===== config.mk =====
export PLATFORM = sky130hd
export DESIGN_NAME = id_ex_stage_flat
export DESIGN_NICKNAME = d
export VERILOG_FILES = /design/src/rtl/id_ex_stage_if.sv /design/src/rtl/id_ex_stage.sv /design/src/flat_wrapper.sv
export SDC_FILE = /design/constraint.sdc
export NUM_CORES = 1
export LEC_CHECK = 0
export ABC_AREA = 1
export CORE_UTILIZATION = 30
export CTS_CLUSTER_SIZE = 10
export DETAILED_ROUTE_END_ITERATION = 8
export MAX_ROUTING_LAYER = met4
export PLACE_DENSITY = 0.73
export SYNTH_ARGS = -nofsm -noshare
export SYNTH_HDL_FRONTEND = slang
export SYNTH_SLANG_ARGS = --single-unit

===== constraint.sdc =====
create_clock -name clk -period 3.6 [get_ports clk]
set_clock_uncertainty 0.1 [all_clocks]
set_input_delay 0.72 -clock clk [delete_from_list [all_inputs] [get_ports clk]]
set_output_delay 0.72 -clock clk [all_outputs]
set_load 0.02 [all_outputs]

===== src/rtl/id_ex_stage_if.sv =====
// ID/EX stage bundle: decode-side fields in, write-back producers in, EX-side fields out.
// Latency: none, this is wiring only.
// Backpressure: the stage's stall output is carried back to the fetch side here.
interface id_ex_stage_if;
  // Decode-side inputs
  logic        flush;
  logic        id_valid;
  logic [4:0]  id_rs;
  logic [4:0]  id_rt;
  logic [4:0]  id_write_reg;
  logic        id_reg_write;
  logic        id_mem_read;
  logic        id_mem_write;
  logic        id_mem_to_reg;
  logic        id_alu_src;
  logic [3:0]  id_alu_op;
  logic [4:0]  id_shamt;
  logic [31:0] id_read_data1;
  logic [31:0] id_read_data2;
  logic [31:0] id_imm;

  // Results from later stages
  logic        exmem_reg_write;
  logic [4:0]  exmem_write_reg;
  logic [31:0] exmem_alu_result;
  logic        memwb_reg_write;
  logic [4:0]  memwb_write_reg;
  logic [31:0] memwb_write_data;

  // EX-side outputs
  logic        stall;
  logic        ex_valid;
  logic [3:0]  ALUOperation;
  logic [31:0] A;
  logic [31:0] B;
  logic [4:0]  shamt;
  logic [4:0]  ex_write_reg;
  logic        ex_reg_write;
  logic        ex_mem_read;
  logic        ex_mem_write;
  logic        ex_mem_to_reg;
  logic [31:0] ex_store_data;
  logic [15:0] bubble_count;

  // Driver side (decode logic / testbench)
  modport master (
    output flush, id_valid, id_rs, id_rt, id_write_reg, id_reg_write,
           id_mem_read, id_mem_write, id_mem_to_reg, id_alu_src, id_alu_op,
           id_shamt, id_read_data1, id_read_data2, id_imm,
           exmem_reg_write, exmem_write_reg, exmem_alu_result,
           memwb_reg_write, memwb_write_reg, memwb_write_data,
    input  stall, ex_valid, ALUOperation, A, B, shamt, ex_write_reg,
           ex_reg_write, ex_mem_read, ex_mem_write, ex_mem_to_reg,
           ex_store_data, bubble_count
  );

  // Pipeline register side
  modport slave (
    input  flush, id_valid, id_rs, id_rt, id_write_reg, id_reg_write,
           id_mem_read, id_mem_write, id_mem_to_reg, id_alu_src, id_alu_op,
           id_shamt, id_read_data1, id_read_data2, id_imm,
           exmem_reg_write, exmem_write_reg, exmem_alu_result,
           memwb_reg_write, memwb_write_reg, memwb_write_data,
    output stall, ex_valid, ALUOperation, A, B, shamt, ex_write_reg,
           ex_reg_write, ex_mem_read, ex_mem_write, ex_mem_to_reg,
           ex_store_data, bubble_count
  );
endinterface


===== src/rtl/id_ex_stage.sv =====
// ID/EX pipeline register with hazard stall, bubble insertion and operand forwarding (FORWARDING_EN).
// Latency: 1 cycle for captured fields; A/B/ex_store_data are combinational off the register.
// Backpressure: stall holds PC and IF/ID while a bubble enters EX; flush overrides stall.
module id_ex_stage (
  input logic        clk,
  input logic        reset,
  id_ex_stage_if.slave bus
);

  typedef struct packed {
    logic        valid;
    logic [4:0]  rs;
    logic [4:0]  rt;
    logic [4:0]  wr;
    logic        reg_write;
    logic        mem_read;
    logic        mem_write;
    logic        mem_to_reg;
    logic        alu_src;
    logic [3:0]  alu_op;
    logic [4:0]  shamt;
    logic [31:0] rd1;
    logic [31:0] rd2;
    logic [31:0] imm;
  } pipe_t;

  pipe_t       pipe_q, pipe_d;
  logic [15:0] bubble_count_q, bubble_count_d;
  logic        hazard;
  logic        stall_w;
  logic        bubble;
  logic [31:0] op_a;
  logic [31:0] op_rt;

`ifdef FORWARDING_EN
  // Newest producer wins; $0 is hardwired and never forwarded.
  function automatic logic [31:0] fwd_pick(
    input logic [4:0]  src,
    input logic [31:0] regval,
    input logic        em_en,
    input logic [4:0]  em_dst,
    input logic [31:0] em_val,
    input logic        mw_en,
    input logic [4:0]  mw_dst,
    input logic [31:0] mw_val
  );
    if (em_en && em_dst != 5'd0 && em_dst == src)
      return em_val;
    if (mw_en && mw_dst != 5'd0 && mw_dst == src)
      return mw_val;
    return regval;
  endfunction
`else
  // A nonzero source matches a pending write to the same register.
  function automatic logic src_hit(
    input logic [4:0] src,
    input logic       en,
    input logic [4:0] dst
  );
    return en && src != 5'd0 && src == dst;
  endfunction
`endif

  // Hazard detection: load-use only with forwarding, any in-flight RAW without it.
  always_comb begin
    hazard = 1'b0;
`ifdef FORWARDING_EN
    if (bus.id_valid && pipe_q.valid && pipe_q.mem_read && pipe_q.wr != 5'd0 &&
        (pipe_q.wr == bus.id_rs || pipe_q.wr == bus.id_rt))
      hazard = 1'b1;
`else
    if (bus.id_valid &&
        (src_hit(bus.id_rs, pipe_q.valid && pipe_q.reg_write, pipe_q.wr) ||
         src_hit(bus.id_rt, pipe_q.valid && pipe_q.reg_write, pipe_q.wr) ||
         src_hit(bus.id_rs, bus.exmem_reg_write, bus.exmem_write_reg) ||
         src_hit(bus.id_rt, bus.exmem_reg_write, bus.exmem_write_reg) ||
         src_hit(bus.id_rs, bus.memwb_reg_write, bus.memwb_write_reg) ||
         src_hit(bus.id_rt, bus.memwb_reg_write, bus.memwb_write_reg)))
      hazard = 1'b1;
`endif
  end

  // Stall is silenced in reset and by flush, which squashes the ID instruction anyway.
  assign stall_w = reset && !bus.flush && hazard;
  assign bubble  = bus.flush || stall_w;

  // Next-state: capture decode fields, or load an all-zero bubble.
  always_comb begin
    pipe_d         = '0;
    bubble_count_d = bubble_count_q;
    if (bubble) begin
      if (bubble_count_q != 16'hFFFF)
        bubble_count_d = bubble_count_q + 16'd1;
    end else begin
      pipe_d.valid      = bus.id_valid;
      pipe_d.rs         = bus.id_rs;
      pipe_d.rt         = bus.id_rt;
      pipe_d.wr         = bus.id_write_reg;
      pipe_d.reg_write  = bus.id_reg_write;
      pipe_d.mem_read   = bus.id_mem_read;
      pipe_d.mem_write  = bus.id_mem_write;
      pipe_d.mem_to_reg = bus.id_mem_to_reg;
      pipe_d.alu_src    = bus.id_alu_src;
      pipe_d.alu_op     = bus.id_alu_op;
      pipe_d.shamt      = bus.id_shamt;
      pipe_d.rd1        = bus.id_read_data1;
      pipe_d.rd2        = bus.id_read_data2;
      pipe_d.imm        = bus.id_imm;
    end
  end

  // Pipeline register and bubble counter; reset overrides flush and stall.
  always_ff @(posedge clk) begin
    if (!reset) begin
      pipe_q         <= '0;
      bubble_count_q <= '0;
    end else begin
      pipe_q         <= pipe_d;
      bubble_count_q <= bubble_count_d;
    end
  end

  // Operand selection off the registered instruction.
  always_comb begin
`ifdef FORWARDING_EN
    op_a  = fwd_pick(pipe_q.rs, pipe_q.rd1,
                     bus.exmem_reg_write, bus.exmem_write_reg, bus.exmem_alu_result,
                     bus.memwb_reg_write, bus.memwb_write_reg, bus.memwb_write_data);
    op_rt = fwd_pick(pipe_q.rt, pipe_q.rd2,
                     bus.exmem_reg_write, bus.exmem_write_reg, bus.exmem_alu_result,
                     bus.memwb_reg_write, bus.memwb_write_reg, bus.memwb_write_data);
`else
    op_a  = pipe_q.rd1;
    op_rt = pipe_q.rd2;
`endif
  end

`ifndef FORWARDING_EN
  // Without forwarding these only feed nothing; fold them so the intent is explicit.
  logic unused_fwd_inputs;
  assign unused_fwd_inputs = ^{bus.exmem_alu_result, bus.memwb_write_data, pipe_q.rs, pipe_q.rt};
`endif

  assign bus.stall         = stall_w;
  assign bus.ex_valid      = pipe_q.valid;
  assign bus.ALUOperation  = pipe_q.alu_op;
  assign bus.A             = op_a;
  assign bus.B             = pipe_q.alu_src ? pipe_q.imm : op_rt;
  assign bus.shamt         = pipe_q.shamt;
  assign bus.ex_write_reg  = pipe_q.wr;
  assign bus.ex_reg_write  = pipe_q.reg_write;
  assign bus.ex_mem_read   = pipe_q.mem_read;
  assign bus.ex_mem_write  = pipe_q.mem_write;
  assign bus.ex_mem_to_reg = pipe_q.mem_to_reg;
  assign bus.ex_store_data = op_rt;
  assign bus.bubble_count  = bubble_count_q;

endmodule


===== src/flat_wrapper.sv =====
// flat-port wrapper written by rule: the top's interface ports become plain ports
module id_ex_stage_flat 
  (clk, reset, bus_flush, bus_id_valid, bus_id_rs, bus_id_rt, bus_id_write_reg, bus_id_reg_write, bus_id_mem_read, bus_id_mem_write, bus_id_mem_to_reg, bus_id_alu_src, bus_id_alu_op, bus_id_shamt, bus_id_read_data1, bus_id_read_data2, bus_id_imm, bus_exmem_reg_write, bus_exmem_write_reg, bus_exmem_alu_result, bus_memwb_reg_write, bus_memwb_write_reg, bus_memwb_write_data, bus_stall, bus_ex_valid, bus_ALUOperation, bus_A, bus_B, bus_shamt, bus_ex_write_reg, bus_ex_reg_write, bus_ex_mem_read, bus_ex_mem_write, bus_ex_mem_to_reg, bus_ex_store_data, bus_bubble_count);
  id_ex_stage_if bus_i ();
  input logic clk;
  input logic reset;
  input wire logic [$bits(bus_i.flush)-1:0] bus_flush;
  input wire logic [$bits(bus_i.id_valid)-1:0] bus_id_valid;
  input wire logic [$bits(bus_i.id_rs)-1:0] bus_id_rs;
  input wire logic [$bits(bus_i.id_rt)-1:0] bus_id_rt;
  input wire logic [$bits(bus_i.id_write_reg)-1:0] bus_id_write_reg;
  input wire logic [$bits(bus_i.id_reg_write)-1:0] bus_id_reg_write;
  input wire logic [$bits(bus_i.id_mem_read)-1:0] bus_id_mem_read;
  input wire logic [$bits(bus_i.id_mem_write)-1:0] bus_id_mem_write;
  input wire logic [$bits(bus_i.id_mem_to_reg)-1:0] bus_id_mem_to_reg;
  input wire logic [$bits(bus_i.id_alu_src)-1:0] bus_id_alu_src;
  input wire logic [$bits(bus_i.id_alu_op)-1:0] bus_id_alu_op;
  input wire logic [$bits(bus_i.id_shamt)-1:0] bus_id_shamt;
  input wire logic [$bits(bus_i.id_read_data1)-1:0] bus_id_read_data1;
  input wire logic [$bits(bus_i.id_read_data2)-1:0] bus_id_read_data2;
  input wire logic [$bits(bus_i.id_imm)-1:0] bus_id_imm;
  input wire logic [$bits(bus_i.exmem_reg_write)-1:0] bus_exmem_reg_write;
  input wire logic [$bits(bus_i.exmem_write_reg)-1:0] bus_exmem_write_reg;
  input wire logic [$bits(bus_i.exmem_alu_result)-1:0] bus_exmem_alu_result;
  input wire logic [$bits(bus_i.memwb_reg_write)-1:0] bus_memwb_reg_write;
  input wire logic [$bits(bus_i.memwb_write_reg)-1:0] bus_memwb_write_reg;
  input wire logic [$bits(bus_i.memwb_write_data)-1:0] bus_memwb_write_data;
  output wire logic [$bits(bus_i.stall)-1:0] bus_stall;
  output wire logic [$bits(bus_i.ex_valid)-1:0] bus_ex_valid;
  output wire logic [$bits(bus_i.ALUOperation)-1:0] bus_ALUOperation;
  output wire logic [$bits(bus_i.A)-1:0] bus_A;
  output wire logic [$bits(bus_i.B)-1:0] bus_B;
  output wire logic [$bits(bus_i.shamt)-1:0] bus_shamt;
  output wire logic [$bits(bus_i.ex_write_reg)-1:0] bus_ex_write_reg;
  output wire logic [$bits(bus_i.ex_reg_write)-1:0] bus_ex_reg_write;
  output wire logic [$bits(bus_i.ex_mem_read)-1:0] bus_ex_mem_read;
  output wire logic [$bits(bus_i.ex_mem_write)-1:0] bus_ex_mem_write;
  output wire logic [$bits(bus_i.ex_mem_to_reg)-1:0] bus_ex_mem_to_reg;
  output wire logic [$bits(bus_i.ex_store_data)-1:0] bus_ex_store_data;
  output wire logic [$bits(bus_i.bubble_count)-1:0] bus_bubble_count;
  assign bus_i.flush = bus_flush;
  assign bus_i.id_valid = bus_id_valid;
  assign bus_i.id_rs = bus_id_rs;
  assign bus_i.id_rt = bus_id_rt;
  assign bus_i.id_write_reg = bus_id_write_reg;
  assign bus_i.id_reg_write = bus_id_reg_write;
  assign bus_i.id_mem_read = bus_id_mem_read;
  assign bus_i.id_mem_write = bus_id_mem_write;
  assign bus_i.id_mem_to_reg = bus_id_mem_to_reg;
  assign bus_i.id_alu_src = bus_id_alu_src;
  assign bus_i.id_alu_op = bus_id_alu_op;
  assign bus_i.id_shamt = bus_id_shamt;
  assign bus_i.id_read_data1 = bus_id_read_data1;
  assign bus_i.id_read_data2 = bus_id_read_data2;
  assign bus_i.id_imm = bus_id_imm;
  assign bus_i.exmem_reg_write = bus_exmem_reg_write;
  assign bus_i.exmem_write_reg = bus_exmem_write_reg;
  assign bus_i.exmem_alu_result = bus_exmem_alu_result;
  assign bus_i.memwb_reg_write = bus_memwb_reg_write;
  assign bus_i.memwb_write_reg = bus_memwb_write_reg;
  assign bus_i.memwb_write_data = bus_memwb_write_data;
  assign bus_stall = bus_i.stall;
  assign bus_ex_valid = bus_i.ex_valid;
  assign bus_ALUOperation = bus_i.ALUOperation;
  assign bus_A = bus_i.A;
  assign bus_B = bus_i.B;
  assign bus_shamt = bus_i.shamt;
  assign bus_ex_write_reg = bus_i.ex_write_reg;
  assign bus_ex_reg_write = bus_i.ex_reg_write;
  assign bus_ex_mem_read = bus_i.ex_mem_read;
  assign bus_ex_mem_write = bus_i.ex_mem_write;
  assign bus_ex_mem_to_reg = bus_i.ex_mem_to_reg;
  assign bus_ex_store_data = bus_i.ex_store_data;
  assign bus_bubble_count = bus_i.bubble_count;
  id_ex_stage u_core (.clk(clk), .reset(reset), .bus(bus_i));
endmodule

# After elaboration in Yosys (flattened, before gate mapping)
# Cells that the tools add are included.
# Widths: inputs -> output; s select.
# op_classes
addsub	1
eq_ne	7
mux	2
bitwise	1
reduce_logical	27
# op_table
op	n
$mux 32	1
$eq 5x5->1	6
$add 16x1->16 const B	1
$logic_and 1x1->1	16
$ne 16x16->1 const B	1
$reduce_bool 5->1	2
$logic_or 1x1->1	6
$reduce_and 2->1	1
$reduce_or 2->1	1
$logic_not 1->1	1
$mux 1	1
$not 1->1	1
# word_totals
ff_bits	132
in_bits	205
output_inout_bits	132
elab_cells	51

# Logic depth before layout (Yosys ltp)
# Gate-level depths: netlist of the first run.
# logic_depth
depth_word	13
ltp_mapped	14
ltp_nobuf	14

# Worst setup path after synthesis of the first run
# OpenSTA, ideal clock, no wires.
# synth_timing
kind	input-to-output
start	input port bus_id_rs[0]
end	output port bus_stall
arrival_ns	1.421
t_required_ns	2.780
slack_ns	1.359
path_stages	10
n_path_buf	0
cell_sequence	inv_2 > nand2_1 > nand2_1 > nor2_1 > nand3_1 > nand3_1 > nand2_1 > nand2_1 > nand2_1 > inv_1
# synth_via
elab_chain_len	11
word_cells_on_any_way	18
classes_between	eq/ne (3); mux (1); reduce/logical (14)
# synth_lines
item	line_no	source
from (decl)	flat_wrapper.sv:9	input wire logic [$bits(bus_i.id_rs)-1:0] bus_id_rs;
$reduce_bool 5->1	id_ex_stage.sv:60	return en && src != 5'd0 && src == dst;
$logic_and 1x1->1 (2 in series)	id_ex_stage.sv:60	
$logic_or 1x1->1	id_ex_stage.sv:73	(src_hit(bus.id_rs, pipe_q.valid && pipe_q.reg_write, pipe_q.wr) ||
$logic_or 1x1->1	id_ex_stage.sv:74	src_hit(bus.id_rt, pipe_q.valid && pipe_q.reg_write, pipe_q.wr) ||
$logic_or 1x1->1	id_ex_stage.sv:75	src_hit(bus.id_rs, bus.exmem_reg_write, bus.exmem_write_reg) ||
$logic_or 1x1->1 (*)	id_ex_stage.sv:76	src_hit(bus.id_rt, bus.exmem_reg_write, bus.exmem_write_reg) ||
$logic_or 1x1->1 (*)	id_ex_stage.sv:77	src_hit(bus.id_rs, bus.memwb_reg_write, bus.memwb_write_reg) ||
$logic_and 1x1->1 (*)	id_ex_stage.sv:72	if (bus.id_valid &&
$mux 1 (*)	id_ex_stage.sv:72	
$logic_and 1x1->1 (*)	id_ex_stage.sv:84	assign stall_w = reset && !bus.flush && hazard;
to (decl)	flat_wrapper.sv:28	output wire logic [$bits(bus_i.stall)-1:0] bus_stall;
# Mark *: on every way between the ends. The rest lies on a longest branch, timed or not.

# Worst setup path after layout of the first run
# layout_timing
start	input port bus_id_rs[3]
end	output port bus_stall
# The elaborated chain is that of the path after synthesis.

==> results_dict.tcl, run 1 <==
set metrics [dict create \
    outcome "finished, final reports clean" \
    grt_setup_unrepaired "no" \
    drcViolationCount 0 \
    synth_top_cell_by_area "dfxtp_1" \
    io_pins 337 \
    fp.dieArea_um2 19600 \
    ir_drop_mv 0.287 \
    initial_core_util 0.305 \
    vias_per_cell 4.00 \
    p_int_mw 2.85 \
    buffer_ports.inserted 272 \
    fp.dieW_um 140 \
    rows 50 \
    worstSetupPathType "in2out" \
    power_mw 3.82 \
    min_period_over_period 0.887 \
    globalplace.congestion 0.861 \
    wl_per_cell_um 12.1 \
    required_ns 2.78 \
    worstSkewPairLatency_ns 0.40 \
    finalHoldViolations 0 \
    hold_path.class "reg2reg" \
    min_period_ns 3.19 \
    final_nets 1171 \
    power_leakage_nw 4.13 \
    syn_inst 765 \
    yosys.area.top_type_share 0.463 \
    cts_hold_buf 0 \
    startpoint_type "input port" \
    final-setup-viol-count 0 \
    powerDensity_nw_per_um2 440 \
    yosys-top-cells-area "dfxtp_1, nor2_1, buf_4" \
    max_cap_viol_count 0 \
    fin_util 0.464 \
    drv_slew 0 \
    syn_to_final_growth_pct 52.0 \
    syn_nets 971 \
    hpwl_um 11100 \
    fmax_mhz 313 \
    postRouteAntennaNets 0 \
    largest_reg_flops 33 \
    cts_max_level 4 \
    firstDrtPassIters 4 \
    wirelength_um 14700 \
    top_register "u_core.pipe_q" \
    cts.clk_slew.worst_paths_ns 0.06 \
    p_switching_uw 969 \
    avgSynthCellArea_um2 7.47 \
    ys_seq_area_frac 0.463 \
    cts_inserted_buffers 17 \
    crit_fanout 4 \
    yosysUniqueCellTypes 23 \
    first_iter_violations 183 \
    netlist_area_um2 5710 \
    grt_overflow 0 \
    cts_root_buffer "clkbuf_16" \
    clock_sinks 132 \
    cts_tree "built" \
    grt_pass1_wl_um 22600 \
    clockPowerShare 0.459 \
    drive_gt1_frac 0.0859 \
    p_sw_frac 0.253 \
    setup_tns_ns 0 \
    coreArea_um2 18700 \
    p_seq_frac 0.403 \
    post-place-ws_ns 0.0570 \
    ys_ff_latch 132 \
    cts_buffer_depth 2 \
    die_y_um 140 \
    grt_pass1_vias 4552 \
    worstSetupEndpointType "output pin" \
    worstPathArrival_ns 2.37 \
    p_comb_frac 0.138 \
    grt_max_degree 40 \
    setup_slack_ns 0.406 \
    vias 4852 \
    relSlewSlack 0.648 \
    yosys_warnings 0 \
    tightest_slew_ns 0.526 \
    n_antenna_cell 0 \
    grt_antenna_before_repair 0 \
    grtUsageTotal 0.153 \
]
[final timing paths]
check	from	to	slack, ns	depth (start not counted)
worst max-delay path	bus_id_rs[3]	bus_stall	0.41	12
worst min-delay path	u_core.bus.bubble_count[15]$_SDFFE_PN0P_	u_core.bus.bubble_count[15]$_SDFFE_PN0P_	0.44	2
worst max register to register	u_core.bus.ex_write_reg[1]$_SDFF_PP0_	u_core.bus.bubble_count[8]$_SDFFE_PN0P_	1.45	14
worst min register to register	u_core.bus.bubble_count[15]$_SDFFE_PN0P_	u_core.bus.bubble_count[15]$_SDFFE_PN0P_	0.44	2
[cells in the mapped netlist, drive strengths merged]
master,count
nand3b,1
buf,97
nor3,6
clkbuf,2
nor2,167
a21oi,15
dfxtp,132
mux2,32
nor4,1
nor3b,1
nand4,3
ha,1
nand2,118
o21ai,3
nand3,27
inv,159
[what timing repair did]
action | 4_1_cts | 5_1_grt
buffers inserted | 0 | 0
setup endpoints to repair | 0 | 1
endpoints found under the hold margin | 0 | 0
gates resized for setup | 0 | 1
[stage by stage]
step,instance area (um2),instances,hold WS (ns)
floorplan,5710,765,0.484
global placement,8080,1180,0.390
detailed placement,8080,1180,0.416
CTS,8680,1212,0.431
global route,8680,1212,0.465
finish,8680,1212,0.438
[cells by family after synthesis]
kind of cell,share of synthesized area
AO/OA/AOI/OAI,0.0158
flip-flops,0.463
buffers and inverters,0.231
multiplexers,0.0631
adder cells (fa/ha/maj),0.00219
AND/OR/NAND/NOR,0.225
[critical path: stages]
cell and delay [ns]:
clkdlybuf4s50_1 0.58, inv_2 0.08, nand2_1 0.07, nand2_1 0.08
nor2_1 0.10, nand3_1 0.09, nand3_1 0.08, nand2_1 0.06
nand2_1 0.13, nand2_1 0.08, inv_1 0.06, dlymetal6s2s_1 0.24
[final cells by class]
class	count	area, um2
Fill cell	1844	10000
Timing Repair Buffer	280	2800
Sequential cell	132	2640
Multi-Input combinational cell	375	1760
Inverter	159	597
Clock buffer	18	429
Tap cell	234	293
Clock inverter	14	169
[cell usage in the layout, fill, tap and decap left out, drive strengths merged]
| master | netlist | layout |
|---|---|---|
| mux2 | 32 | 32 |
| buf | 97 | 8 |
| nand4 | 3 | 3 |
| inv | 159 | 165 |
| nand3 | 27 | 27 |
| nor4 | 1 | 1 |
| a21oi | 15 | 15 |
| dlymetal6s2s | 0 | 1 |
| dfxtp | 132 | 132 |
| nor3 | 6 | 6 |
| clkinv | 0 | 3 |
| nand2 | 118 | 118 |
| clkinvlp | 0 | 3 |
| ha | 1 | 1 |
| nor3b | 1 | 1 |
| nor2 | 167 | 167 |
| nand3b | 1 | 1 |
| bufinv | 0 | 2 |
| clkbuf | 2 | 18 |
| o21ai | 3 | 3 |
| clkdlybuf4s50 | 0 | 271 |
[power groups by stage]
| stage | Combinational [mW] | Sequential, mW | Clock, mW |
|---|---|---|---|
| floorplan | 0.272 | 1.57 | 0 |
| global placement | 0.527 | 1.57 | 0 |
| detailed placement | 0.531 | 1.57 | 0 |
| CTS | 0.534 | 1.54 | 1.81 |
| global route | 0.571 | 1.54 | 1.87 |
| finish | 0.529 | 1.54 | 1.75 |
[metal layers]
metal,share of wire,global-route usage,up-vias
li1,-,-,2567
met1,0.44,0.176,2140
met2,0.50,0.259,130
met3,0.040,0.0352,15
met4,0.016,0.0555,0
met5,0,-,-
(Power assumes the default switching activity.)
==> run 2, diff against run 1 <==
--- a/config.mk
+++ b/config.mk
@@ -6,6 +6,7 @@
 export NUM_CORES = 1
 export LEC_CHECK = 0
 export ABC_AREA = 1
+export CORE_MARGIN = 1
 export CORE_UTILIZATION = 30
 export CTS_CLUSTER_SIZE = 10
 export DETAILED_ROUTE_END_ITERATION = 8
==> results of run 2 <==
No change in the layout: final DEF, timing and power equal those of run 1.
==> run 3, diff against run 2 <==
--- a/config.mk
+++ b/config.mk
@@ -10,7 +10,6 @@
 export CORE_UTILIZATION = 30
 export CTS_CLUSTER_SIZE = 10
 export DETAILED_ROUTE_END_ITERATION = 8
-export MAX_ROUTING_LAYER = met4
 export PLACE_DENSITY = 0.73
 export SYNTH_ARGS = -nofsm -noshare
 export SYNTH_HDL_FRONTEND = slang
==> results_dict.tcl, run 3 (synthesis gave the netlist of run 1 again) <==
set metrics [dict create \
    min_path_cells 2 \
    powerDensity_nw_per_um2 431 \
    drv_slew 0 \
    holdPathEnd "u_core.bus.bubble_count[7]$_SDFFE_PN0P_" \
    final_cell_mix "clkdlybuf4s50_1, nor2_1, inv_1, dfxtp_1, nand2_1" \
    grt_antenna_before_repair 1 \
    grtUsageTotal 0.150 \
    postRouteAntennaNets 0 \
    buffer_ports.inserted 272 \
    rr_worst_depth 14 \
    worstPathArrival_ns 2.32 \
    cp_top_family "buffers and inverters" \
    worstSkewPairLatency_ns 0.41 \
    grt_setup_unrepaired "no" \
    min_period_over_period 0.873 \
    cts_hold_buf 0 \
    cts_root_buffer "clkbuf_16" \
    cts.clk_slew.worst_paths_ns 0.06 \
    critPathBufInv 4 \
    cts_tree "built" \
    crit_fanout 4 \
    first_iter_violations 143 \
    ir_drop_mv 0.290 \
    whs_ns 0.428 \
    initial_core_util 0.305 \
    drive_gt1_frac 0.0860 \
    postCtsSetupBuffers 0 \
    cts_max_level 4 \
    relSlewSlack 0.647 \
    fmax_mhz 318 \
    syn_to_final_growth_pct 51.5 \
    max_stage_delay_ns 0.57 \
    power_leakage_nw 4.11 \
    vias 4825 \
    required_ns 2.78 \
    wirelength_um 14500 \
    largest_reg_flops 33 \
    wl_per_cell_um 12.0 \
    die_y_um 140 \
    max_cap_viol_count 0 \
    crit_top_cell "nand2_1" \
    outcome "finished, final reports clean" \
    fill_cells 1843 \
    cts_inserted_buffers 17 \
    hpwl_um 11100 \
    top_register "u_core.pipe_q" \
    vias_per_cell 3.98 \
    final-setup-viol-count 0 \
    hold_path.startpoint "u_core.bus.bubble_count[7]$_SDFFE_PN0P_" \
    seq_area_um2 2640 \
    finalHoldViolations 0 \
    rows 50 \
    fp.dieW_um 140 \
    coreArea_um2 18700 \
    drcViolationCount 0 \
    timing.rr.end "u_core.bus.bubble_count[8]$_SDFFE_PN0P_" \
    hold_path.class "reg2reg" \
    layout_commonest_cell "clkdlybuf4s50_1" \
    grt_pass1_vias 4646 \
    multi_input_area_um2 1760 \
    tightest_slew_ns 0.528 \
    startpoint_type "input port" \
    fp.dieArea_um2 19600 \
    grt_pass1_wl_um 22900 \
    firstDrtPassIters 5 \
    globalplace.congestion 0.849 \
    clock_sinks 132 \
    reg2reg_from "u_core.bus.ex_write_reg[1]$_SDFF_PP0_" \
    cp_slowest_cell "clkdlybuf4s50_1" \
    setup_tns_ns 0 \
    worstSetupEndpointType "output pin" \
    r2r_slack_ns 1.45 \
    grt_max_degree 40 \
    grt_overflow 0 \
    min_period_ns 3.14 \
    cts_buffer_depth 2 \
    worstSetupPathType "in2out" \
    final_nets 1170 \
    io_pins 337 \
    path_cells "clkdlybuf4s50_1, inv_2, nand2_1, nand2_1, nor2_1, nand3_1, nand3_1, nand2_1, nand2_1, nand2_1, inv_1, dlymetal6s2s_1" \
]
-- run 3: cell count changes in the layout (fill, tap and decap cells not counted) --
cell and delta:
clkbuf_8 +1, inv_8 +1, clkinv_8 +1, clkbuf_1 -1, clkinvlp_4 +1, buf_4 -1
bufinv_16 -2, inv_6 +1, clkinv_4 -2, diode_2 +1
-- run 3: layout make-up --
class                           count  area share
Inverter                          159      0.0690
Tap cell                          234      0.0338
Antenna cell                        1    0.000289
Multi-Input combinational cell    375       0.203
Clock inverter                     14      0.0156
Clock buffer                       18      0.0507
Sequential cell                   132       0.305
Timing Repair Buffer              279       0.322
-- run 3: worst max path at each step --
stage | start | to | depth (start not counted)
2_1_floorplan | bus_id_rs[0] | bus_stall | 10
3_3_place_gp | bus_id_rt[3] | bus_stall | 12
3_5_place_dp | bus_id_rt[3] | bus_stall | 12
4_1_cts | bus_id_rs[3] | bus_stall | 12
5_1_grt | bus_id_rt[3] | bus_stall | 12
6_report | bus_id_rs[2] | bus_stall | 12
-- run 3: worst min-delay path: stages (launching register included) --
cell,delay [ns]
dfxtp_1,0.37
a21oi_1,0.05
nor2_1,0.07
-- run 3: power by group --
| part | leakage (nW) | switching [mW] | internal, mW |
|---|---|---|---|
| Combinational | 2.76 | 0.236 | 0.291 |
| Clock | 0.271 | 0.729 | 0.933 |
| Sequential | 1.08 | 0.0211 | 1.52 |
| Total | 4.11 | 0.986 | 2.74 |
-- run 3: timing repair --
item,in CTS,in global routing
resized for setup,0,1
setup endpoints to repair,0,1
hold endpoints to repair,0,0
-- run 3: per-stage QoR --
stage                     power [mW]  cell area (um2)  instances   util  setup slack [ns]
after floorplan                 1.84             5710        765      -              1.36
after global placement          2.09             8080       1179  0.432            0.0963
after detailed placement        2.10             8080       1179  0.432            0.0828
after CTS                       3.79             8650       1211  0.462            0.0756
after global routing            3.90             8650       1212  0.463             0.313
final                           3.73             8650       1212  0.463             0.457
-- run 3: routing by layer --
layer	global-route usage	part of all wire	vias to the layer above
li1	-	-	2559
met1	0.169	0.42	2105
met4	0.0659	0.022	0
met3	0.0462	0.055	22
met5	0	0	-
met2	0.261	0.50	139
